$ cat config.mk
export PLATFORM = sky130hd
export DESIGN_NAME = sw_alloc_flat
export DESIGN_NICKNAME = d
export VERILOG_FILES = /design/src/rtl/sw_alloc_if.sv /design/src/rtl/sw_alloc.sv /design/src/flat_wrapper.sv
export SDC_FILE = /design/constraint.sdc
export NUM_CORES = 1
export LEC_CHECK = 0
export CORE_ASPECT_RATIO = 1.1
export CORE_MARGIN = 4
export CORE_UTILIZATION = 41
export CTS_CLUSTER_DIAMETER = 80
export CTS_CLUSTER_SIZE = 25
export DETAILED_ROUTE_END_ITERATION = 10
export PLACE_DENSITY = 0.86
export SETUP_SLACK_MARGIN = 0.1
export SKIP_CTS_REPAIR_TIMING = 1
export SYNTH_ARGS = -nofsm -noshare
export SYNTH_HDL_FRONTEND = slang
export SYNTH_SLANG_ARGS = --single-unit
export TNS_END_PERCENT = 100
$ cat constraint.sdc
create_clock -name clk -period 2.8 [get_ports clk]
set_clock_uncertainty 0.2 [all_clocks]
set_input_delay 0.7 -clock clk [delete_from_list [all_inputs] [get_ports clk]]
set_output_delay 0.7 -clock clk [all_outputs]
set_load 0.1 [all_outputs]
$ cat src/rtl/sw_alloc_if.sv
// Flit heads in, crossbar selects and FIFO pop strobes out, for the 4x4 switch allocator.
// Latency: none, this is wiring only.
// Backpressure: ack pops the input FIFO; an input without ack holds its head flit.
interface sw_alloc_if #(
    parameter int PKTW = 9
);
    logic [PKTW:0] i0;
    logic [PKTW:0] i1;
    logic [PKTW:0] i2;
    logic [PKTW:0] i3;
    logic [3:0]    d0;
    logic [3:0]    d1;
    logic [3:0]    d2;
    logic [3:0]    d3;
    logic          ack0;
    logic          ack1;
    logic          ack2;
    logic          ack3;
`ifdef SW_ALLOC_TIMEOUT_EN
    logic          tout_err;

    modport master (
        output i0, i1, i2, i3,
        input  d0, d1, d2, d3, ack0, ack1, ack2, ack3, tout_err
    );
    modport slave (
        input  i0, i1, i2, i3,
        output d0, d1, d2, d3, ack0, ack1, ack2, ack3, tout_err
    );
`else
    modport master (
        output i0, i1, i2, i3,
        input  d0, d1, d2, d3, ack0, ack1, ack2, ack3
    );
    modport slave (
        input  i0, i1, i2, i3,
        output d0, d1, d2, d3, ack0, ack1, ack2, ack3
    );
`endif
endinterface

$ cat src/rtl/sw_alloc.sv
// Wormhole switch allocator for a 4x4 crossbar, round-robin per output; optional idle watchdog under SW_ALLOC_TIMEOUT_EN.
// Latency: head at cycle t gives d_k/ack_j at t+1; tail releases at the next edge, so one bubble per packet.
// Backpressure: ack_j is combinational; losing or stray inputs see ack=0 and keep their head flit.
module sw_alloc #(
    parameter int PKTW = 9,
    parameter int TOUT = 16
) (
    input  logic     clk,
    input  logic     rst,
    sw_alloc_if.slave bus
);

    typedef enum logic [1:0] {
        FT_IDLE = 2'b00,
        FT_BODY = 2'b01,
        FT_HEAD = 2'b10,
        FT_TAIL = 2'b11
    } ftype_e;

    typedef enum logic {
        OUT_FREE = 1'b0,
        OUT_BUSY = 1'b1
    } out_st_e;

    logic [PKTW:0] flit [4];
    ftype_e        ftype [4];
    logic [1:0]    fdst [4];

    out_st_e       ost_q [4];
    out_st_e       ost_d [4];
    logic [1:0]    gnt_q [4];
    logic [1:0]    gnt_d [4];
    logic [1:0]    ptr_q [4];
    logic [1:0]    ptr_d [4];

    logic [3:0]    in_gnt;
    logic [3:0]    ack;
    logic [3:0]    req [4];
    logic [3:0]    win_vld;
    logic [1:0]    win [4];
    logic [3:0]    rel;
    logic [3:0]    d [4];

    assign flit[0] = bus.i0;
    assign flit[1] = bus.i1;
    assign flit[2] = bus.i2;
    assign flit[3] = bus.i3;

    // Source field and upper destination bits carry no routing meaning here.
    logic unused_payload;
    assign unused_payload = ^{flit[0][PKTW-2:2], flit[1][PKTW-2:2],
                              flit[2][PKTW-2:2], flit[3][PKTW-2:2]};

    always_comb begin
        for (int j = 0; j < 4; j++) begin
            ftype[j] = ftype_e'(flit[j][PKTW:PKTW-1]);
            fdst[j]  = flit[j][1:0];
        end
    end

    always_comb begin
        in_gnt = 4'b0000;
        for (int k = 0; k < 4; k++) begin
            if (ost_q[k] == OUT_BUSY) begin
                in_gnt[gnt_q[k]] = 1'b1;
            end
        end
    end

    always_comb begin
        for (int j = 0; j < 4; j++) begin
            ack[j] = in_gnt[j] && (ftype[j] != FT_IDLE) && !rst;
        end
    end

    always_comb begin
        for (int k = 0; k < 4; k++) begin
            for (int j = 0; j < 4; j++) begin
                req[k][j] = (ftype[j] == FT_HEAD) && (fdst[j] == 2'(k)) && !in_gnt[j];
            end
        end
    end

    // Scan from ptr+3 down to ptr so the candidate closest to ptr is written last and wins.
    always_comb begin
        for (int k = 0; k < 4; k++) begin
            win_vld[k] = 1'b0;
            win[k]     = 2'b00;
            for (int off = 3; off >= 0; off--) begin
                if (req[k][2'(ptr_q[k] + 2'(off))]) begin
                    win_vld[k] = 1'b1;
                    win[k]     = 2'(ptr_q[k] + 2'(off));
                end
            end
        end
    end

`ifdef SW_ALLOC_TIMEOUT_EN
    localparam int CW = $clog2(TOUT + 1);

    logic [CW-1:0] idle_cnt_q [4];
    logic [3:0]    tmo_hit;
    logic          tout_err_q;

    always_comb begin
        for (int k = 0; k < 4; k++) begin
            tmo_hit[k] = (ost_q[k] == OUT_BUSY) && (ftype[gnt_q[k]] == FT_IDLE) &&
                         (idle_cnt_q[k] == CW'(TOUT - 1));
        end
    end

    always_ff @(posedge clk) begin
        if (rst) begin
            tout_err_q <= 1'b0;
            for (int k = 0; k < 4; k++) begin
                idle_cnt_q[k] <= '0;
            end
        end else begin
            tout_err_q <= tout_err_q | (|tmo_hit);
            for (int k = 0; k < 4; k++) begin
                if (ost_q[k] != OUT_BUSY || ack[gnt_q[k]] || tmo_hit[k]) begin
                    idle_cnt_q[k] <= '0;
                end else if (ftype[gnt_q[k]] == FT_IDLE) begin
                    idle_cnt_q[k] <= idle_cnt_q[k] + 1'b1;
                end
            end
        end
    end

    assign bus.tout_err = tout_err_q;
`else
    localparam int tout_unused = TOUT;
`endif

    always_comb begin
        for (int k = 0; k < 4; k++) begin
            rel[k] = ack[gnt_q[k]] && (ftype[gnt_q[k]] == FT_TAIL);
`ifdef SW_ALLOC_TIMEOUT_EN
            // Forced release leaves the pointer where the last real grant put it.
            rel[k] = rel[k] || tmo_hit[k];
`endif
        end
    end

    always_comb begin
        for (int k = 0; k < 4; k++) begin
            ost_d[k] = ost_q[k];
            gnt_d[k] = gnt_q[k];
            ptr_d[k] = ptr_q[k];
            case (ost_q[k])
                OUT_FREE: begin
                    if (win_vld[k]) begin
                        ost_d[k] = OUT_BUSY;
                        gnt_d[k] = win[k];
                        ptr_d[k] = win[k] + 2'd1;
                    end
                end
                OUT_BUSY: begin
                    if (rel[k]) begin
                        ost_d[k] = OUT_FREE;
                    end
                end
                default: ost_d[k] = OUT_FREE;
            endcase
        end
    end

    always_ff @(posedge clk) begin
        if (rst) begin
            for (int k = 0; k < 4; k++) begin
                ost_q[k] <= OUT_FREE;
                gnt_q[k] <= 2'b00;
                ptr_q[k] <= 2'b00;
            end
        end else begin
            for (int k = 0; k < 4; k++) begin
                ost_q[k] <= ost_d[k];
                gnt_q[k] <= gnt_d[k];
                ptr_q[k] <= ptr_d[k];
            end
        end
    end

    always_comb begin
        for (int k = 0; k < 4; k++) begin
            d[k] = (ost_q[k] == OUT_BUSY) ? (4'b0001 << gnt_q[k]) : 4'b0000;
        end
    end

    assign bus.d0   = d[0];
    assign bus.d1   = d[1];
    assign bus.d2   = d[2];
    assign bus.d3   = d[3];
    assign bus.ack0 = ack[0];
    assign bus.ack1 = ack[1];
    assign bus.ack2 = ack[2];
    assign bus.ack3 = ack[3];

endmodule

$ cat src/flat_wrapper.sv
// flat-port wrapper written by rule: the top's interface ports become plain ports
module sw_alloc_flat 
#(
    parameter int PKTW = 9,
    parameter int TOUT = 16
)
  (clk, rst, bus_i0, bus_i1, bus_i2, bus_i3, bus_d0, bus_d1, bus_d2, bus_d3, bus_ack0, bus_ack1, bus_ack2, bus_ack3);
  sw_alloc_if #(.PKTW(PKTW)) bus_i ();
  input  logic clk;
  input  logic rst;
  input wire logic [$bits(bus_i.i0)-1:0] bus_i0;
  input wire logic [$bits(bus_i.i1)-1:0] bus_i1;
  input wire logic [$bits(bus_i.i2)-1:0] bus_i2;
  input wire logic [$bits(bus_i.i3)-1:0] bus_i3;
  output wire logic [$bits(bus_i.d0)-1:0] bus_d0;
  output wire logic [$bits(bus_i.d1)-1:0] bus_d1;
  output wire logic [$bits(bus_i.d2)-1:0] bus_d2;
  output wire logic [$bits(bus_i.d3)-1:0] bus_d3;
  output wire logic [$bits(bus_i.ack0)-1:0] bus_ack0;
  output wire logic [$bits(bus_i.ack1)-1:0] bus_ack1;
  output wire logic [$bits(bus_i.ack2)-1:0] bus_ack2;
  output wire logic [$bits(bus_i.ack3)-1:0] bus_ack3;
  assign bus_i.i0 = bus_i0;
  assign bus_i.i1 = bus_i1;
  assign bus_i.i2 = bus_i2;
  assign bus_i.i3 = bus_i3;
  assign bus_d0 = bus_i.d0;
  assign bus_d1 = bus_i.d1;
  assign bus_d2 = bus_i.d2;
  assign bus_d3 = bus_i.d3;
  assign bus_ack0 = bus_i.ack0;
  assign bus_ack1 = bus_i.ack1;
  assign bus_ack2 = bus_i.ack2;
  assign bus_ack3 = bus_i.ack3;
  sw_alloc #(.PKTW(PKTW), .TOUT(TOUT)) u_core (.clk(clk), .rst(rst), .bus(bus_i));
endmodule
# Yosys cells after proc, flatten, opt, wreduce, memory -nomap -nowiden
# Memories as Yosys holds them, arrays and structs flattened.
# Index checks and enable logic that the tools add are counted.
[word_totals]
elab_cells = 298
memories = 3
ff_bits = 0
ramBits = 20
[op_classes]
n_addsub = 16
n_mux = 143
eq_ne = 20
n_lt_le_gt_ge = 28
n_reduce_logical = 61
bitwise = 23
shifts = 4
[mem_list]
columns = ["memory", "words", "width", "read_ports", "rd_clocked_by_memory_dff", "wr", "line_no", "rtl"]
rows = [
  ["u_core.gnt_q", 4, 2, 4, 0, 4, "sw_alloc.sv:31", "logic [1:0] gnt_q [4];"],
  ["u_core.ptr_q", 4, 2, 4, 0, 4, "sw_alloc.sv:33", "logic [1:0] ptr_q [4];"],
  ["u_core.ost_q", 4, 1, 4, 0, 4, "sw_alloc.sv:29", "out_st_e ost_q [4];"],
]
[ops]
columns = ["cell", "n"]
rows = [
  ["2-bit two-way mux", 48],
  ["2-bit by 3-bit less-than comparator with 1-bit output (second input constant)", 20],
  ["1-bit two-way mux", 55],
  ["1-bit logical AND", 48],
  ["1-bit binary-select mux with 2-bit select", 20],
  ["2-bit equality test (second input constant)", 16],
  ["4-bit two-way mux", 8],
  ["2-bit by 1-bit adder with 2-bit output (second input constant)", 8],
  ["2-bit adder (second input constant)", 8],
  ["2-bit binary-select mux with 2-bit select", 4],
  ["1-bit by 2-bit << shifter with 4-bit output (first input constant)", 4],
  ["3-bit greater-or-equal comparator (second input constant)", 4],
  ["2-bit inverter with 3-bit output", 4],
  ["1-bit OR", 12],
  ["4-bit OR", 3],
  ["1-bit demux with 2-bit select", 4],
  ["2-bit by 1-bit equality test with 1-bit output (second input constant)", 4],
  ["2-bit by 1-bit greater-or-equal comparator with 1-bit output (second input constant)", 4],
  ["2-bit zero test", 4],
  ["1-bit case mux with 2 select lines", 4],
  ["2-bit nonzero test", 4],
  ["1-bit zero test", 5],
  ["1-bit inverter", 4],
]

# Depth between registers and ports, before layout
[depth]
ltp_word = 23
mapped_depth = 9
depth_no_buf = 6

# Worst setup path before layout
# OpenSTA, ideal clock, no wires.
[synth_path]
path_kind = "reg2out"
from = "memory u_core.ost_q[0] (netlist name)"
to = "output bus_ack0"
arrival_time_ns = 5.200
n_path_buf = 1
path_stages_with_launch = 5
path_slack_ns = -3.300
cell_sequence = "dfxtp_1 buf_6 nor3b_1 nor4_1 nor3_1"
[synth_lines]
columns = ["element", "line_no", "rtl"]
rows = [
  ["start, declared", "sw_alloc.sv:29", ""],
  ["end, declared", "flat_wrapper.sv:19", "output wire logic [$bits(bus_i.ack0)-1:0] bus_ack0;"],
]

==> impl_metrics.toml <==
[outcome]
status = "finished clean"

[final_layout]
nets = 351
n_fill_cell = 298
n_antenna_cell = 0
drive_above_1_share = 0.4286
fin_area_sq_um = 2899
layoutNonFillerInstCount = 360
area_growth_pct = 65.03

[global_routing]
antenna_found_initial = 0
grt_max_degree = 21
first_global_vias = 2206
globalRouteTotalUtil = 0.2308
grt_first_pass_wirelength_microns = 10320
grt_overflow = 0

[floorplanning]
core_area_sq_um = 4054
io_pins = 62
die-area_sq_um = 5397
die_h_microns = 76.65
start_util = 0.4333
die_w_microns = 70.41
rows = 24

[sta]
maxSlewViolCount = 0
fin_crit_ns = 2.722
rsz0062_at_grt = "yes"
setup_viol = 0
finalHoldViolations = 0
fmax_ghz = 0.3674
tightestPinTransition_ns = 0.3783
relSlewSlack = 0.7476
period_share = 0.9722

[worst_setup_path]
reg2reg_depth = 6
end_kind = "flop"
critPathKind = "flop to flop"
ff2ff_setup_slack_ns = 0.08
start_kind = "flop"
r2r-start = "u_core.gnt_q[0][0]$_SDFFE_PP0P_"
cp_max_fo = 6
required_ns = 2.75
crit_arrival_ns = 2.68
regToRegEndpoint = "u_core.gnt_q[1][0]$_SDFFE_PP0P_"

[clock_network]
clockBufferDepth = 2
htree_levels = 1
cts_tree = "yes"
cts.sinks = 20
cts_buffers = 3
clkTransAtPathRegs_ns = 0.08
clk_latency_ns = 0.27
cts_root_buf = "clkbuf_8"

[logic_synthesis]
yosys.area.top_type_share = 0.2279
synth_edf_count = 0
yosys-top-cells-area = "dfxtp_1 23%, a21oi_1 5.1%, nand2_1 4.5%"
synth-async-reset-ratio = 0
yosys_warnings = 0
syn_area_sq_um = 1757
syn_nets = 271
synth_common_cells = "21 x nand2_1, 20 x dfxtp_1, 18 x a21oi_1, 18 x nor2_1"
synth_seq_area_share = 0.2279
synth_area_leader_cell = "dfxtp_1"
yosysUniqueCellTypes = 63
synth-main-ff-cell = "dfxtp_1"
synthCells = 229
yosysMostFrequentCell = "nand2_1"
ys_ff_latch = 20
avgSynthCellArea_sq_um = 7.671

[placement]
place_inst = 352
numPortBuffers = 37
placed_cell_area_sq_um = 2704
place_congestion = 0.9157
hpwl_microns = 4734

[hold_path]
min_to = "u_core.gnt_q[3][1]$_SDFFE_PP0P_"
hold_depth = 2
hold_path_class = "flop to flop"
min_from = "u_core.gnt_q[3][1]$_SDFFE_PP0P_"

[pwr]
p_leak_uw = 0.001186
vdd_drop_max_uv = 174.9
powerDensity_nw_per_um2 = 348.8

[detailed_routing]
vias_per_cell = 6.161
ant_nets = 0
route.detailed.drc = 0
drtIter0Drc = 198
wl_per_cell_microns = 17.76
via_count = 2218
detail_route.first_pass.iterations = 4
finalWirelength_microns = 6394

[run]
maxCapViolations = 0
==> stage by stage <==
step	power [uW]	util	hold WS [ns]	TNS [ns]	setup slack, ns
2_1_floorplan	610.8	-	0.2918	-0.8317	-0.3576
3_5_place_dp	755.1	0.6670	0.3242	-1.512	-0.2356
3_3_place_gp	742.0	0.6670	0.3038	-1.102	-0.2173
6_report	1011	0.7151	0.2999	0	0.07792
5_1_grt	1054	0.7151	0.3180	0	0.01337
4_1_cts	983.7	0.6806	0.3364	-0.09967	-0.05989
==> critical path, cell delays in order, from the launching register on <==
cell and delay [ns]:
dfxtp_4 0.37, and3b_2 0.26, or4_4 0.55, or4_4 0.57, a41o_1 0.29, and2_1 0.14, o31a_1 0.23
==> cells in the final DEF (no fill, tap or decap), drive strengths merged, types with 4 or more instances in the layout <==
| cell type | synthesis | final |
|---|---|---|
| and3 | 7 | 7 |
| clkdlybuf4s50 | 0 | 14 |
| a21oi | 18 | 18 |
| buf | 2 | 69 |
| clkbuf | 9 | 4 |
| nor2 | 18 | 18 |
| nand4 | 5 | 5 |
| and3b | 4 | 4 |
| o21ai | 11 | 11 |
| nor4 | 5 | 5 |
| nand2b | 5 | 5 |
| o221a | 4 | 4 |
| or4 | 6 | 6 |
| nor3 | 12 | 12 |
| dfxtp | 20 | 20 |
| nand2 | 21 | 21 |
| a221oi | 4 | 4 |
| or2 | 5 | 5 |
| nand3b | 4 | 4 |
| or3 | 5 | 5 |
| inv | 11 | 11 |
| nor3b | 9 | 9 |
==> cells by family after synthesis <==
kind of cell	synth area share
and+or+nand+nor	0.3796
AOI/OAI and AO/OA	0.3034
buffers and inverters	0.05484
DFF	0.2279
muxes	0.03419
==> metal layers <==
layer	track usage	wire length, microns
met1	0.2830	2673
met2	0.4092	3198
met3	0.03268	348
met4	0.07471	172
met5	0	0
==> how the worst max path moves through the flow <==
stage / from / to / slack, ns / cells after the start
3_3_place_gp: bus_i0[8] / u_core.gnt_q[1][0]$_SDFFE_PP0P_ / -0.22 / 7
6_report: u_core.gnt_q[0][0]$_SDFFE_PP0P_ / u_core.gnt_q[1][0]$_SDFFE_PP0P_ / 0.08 / 6
4_1_cts: u_core.gnt_q[3][1]$_SDFFE_PP0P_ / bus_ack1 / -0.06 / 6
2_1_floorplan: u_core.ost_q[0]$_SDFF_PP0_ / bus_ack0 / -0.36 / 4
3_5_place_dp: bus_i0[8] / u_core.gnt_q[1][0]$_SDFFE_PP0P_ / -0.24 / 7
5_1_grt: bus_i0[8] / u_core.gnt_q[1][0]$_SDFFE_PP0P_ / 0.01 / 8
==> sequential cells by signal (all words and copies together), names as in the netlist <==
register	count
u_core.ost_q	4
u_core.ptr_q	8
u_core.gnt_q	8
==> cell type report <==
| class | count | area (sq um) | area share |
|---|---|---|---|
| multi-input combinational | 187 | 1468 | 0.5063 |
| timing repair buffer | 86 | 849.6 | 0.2931 |
| sequential | 20 | 420.4 | 0.1450 |
| tap | 52 | 65.06 | 0.02244 |
| clock buffer | 4 | 55.05 | 0.01899 |
| inverter | 11 | 41.29 | 0.01424 |
==> report_power, final <==
group	switching, uW	internal, uW	total [uW]
clock	109	126	235
combinational	229	193	422
sequential	45.0	310	355
total	383	628	1010
No activity file was read; power rests on OpenSTA's default activity.
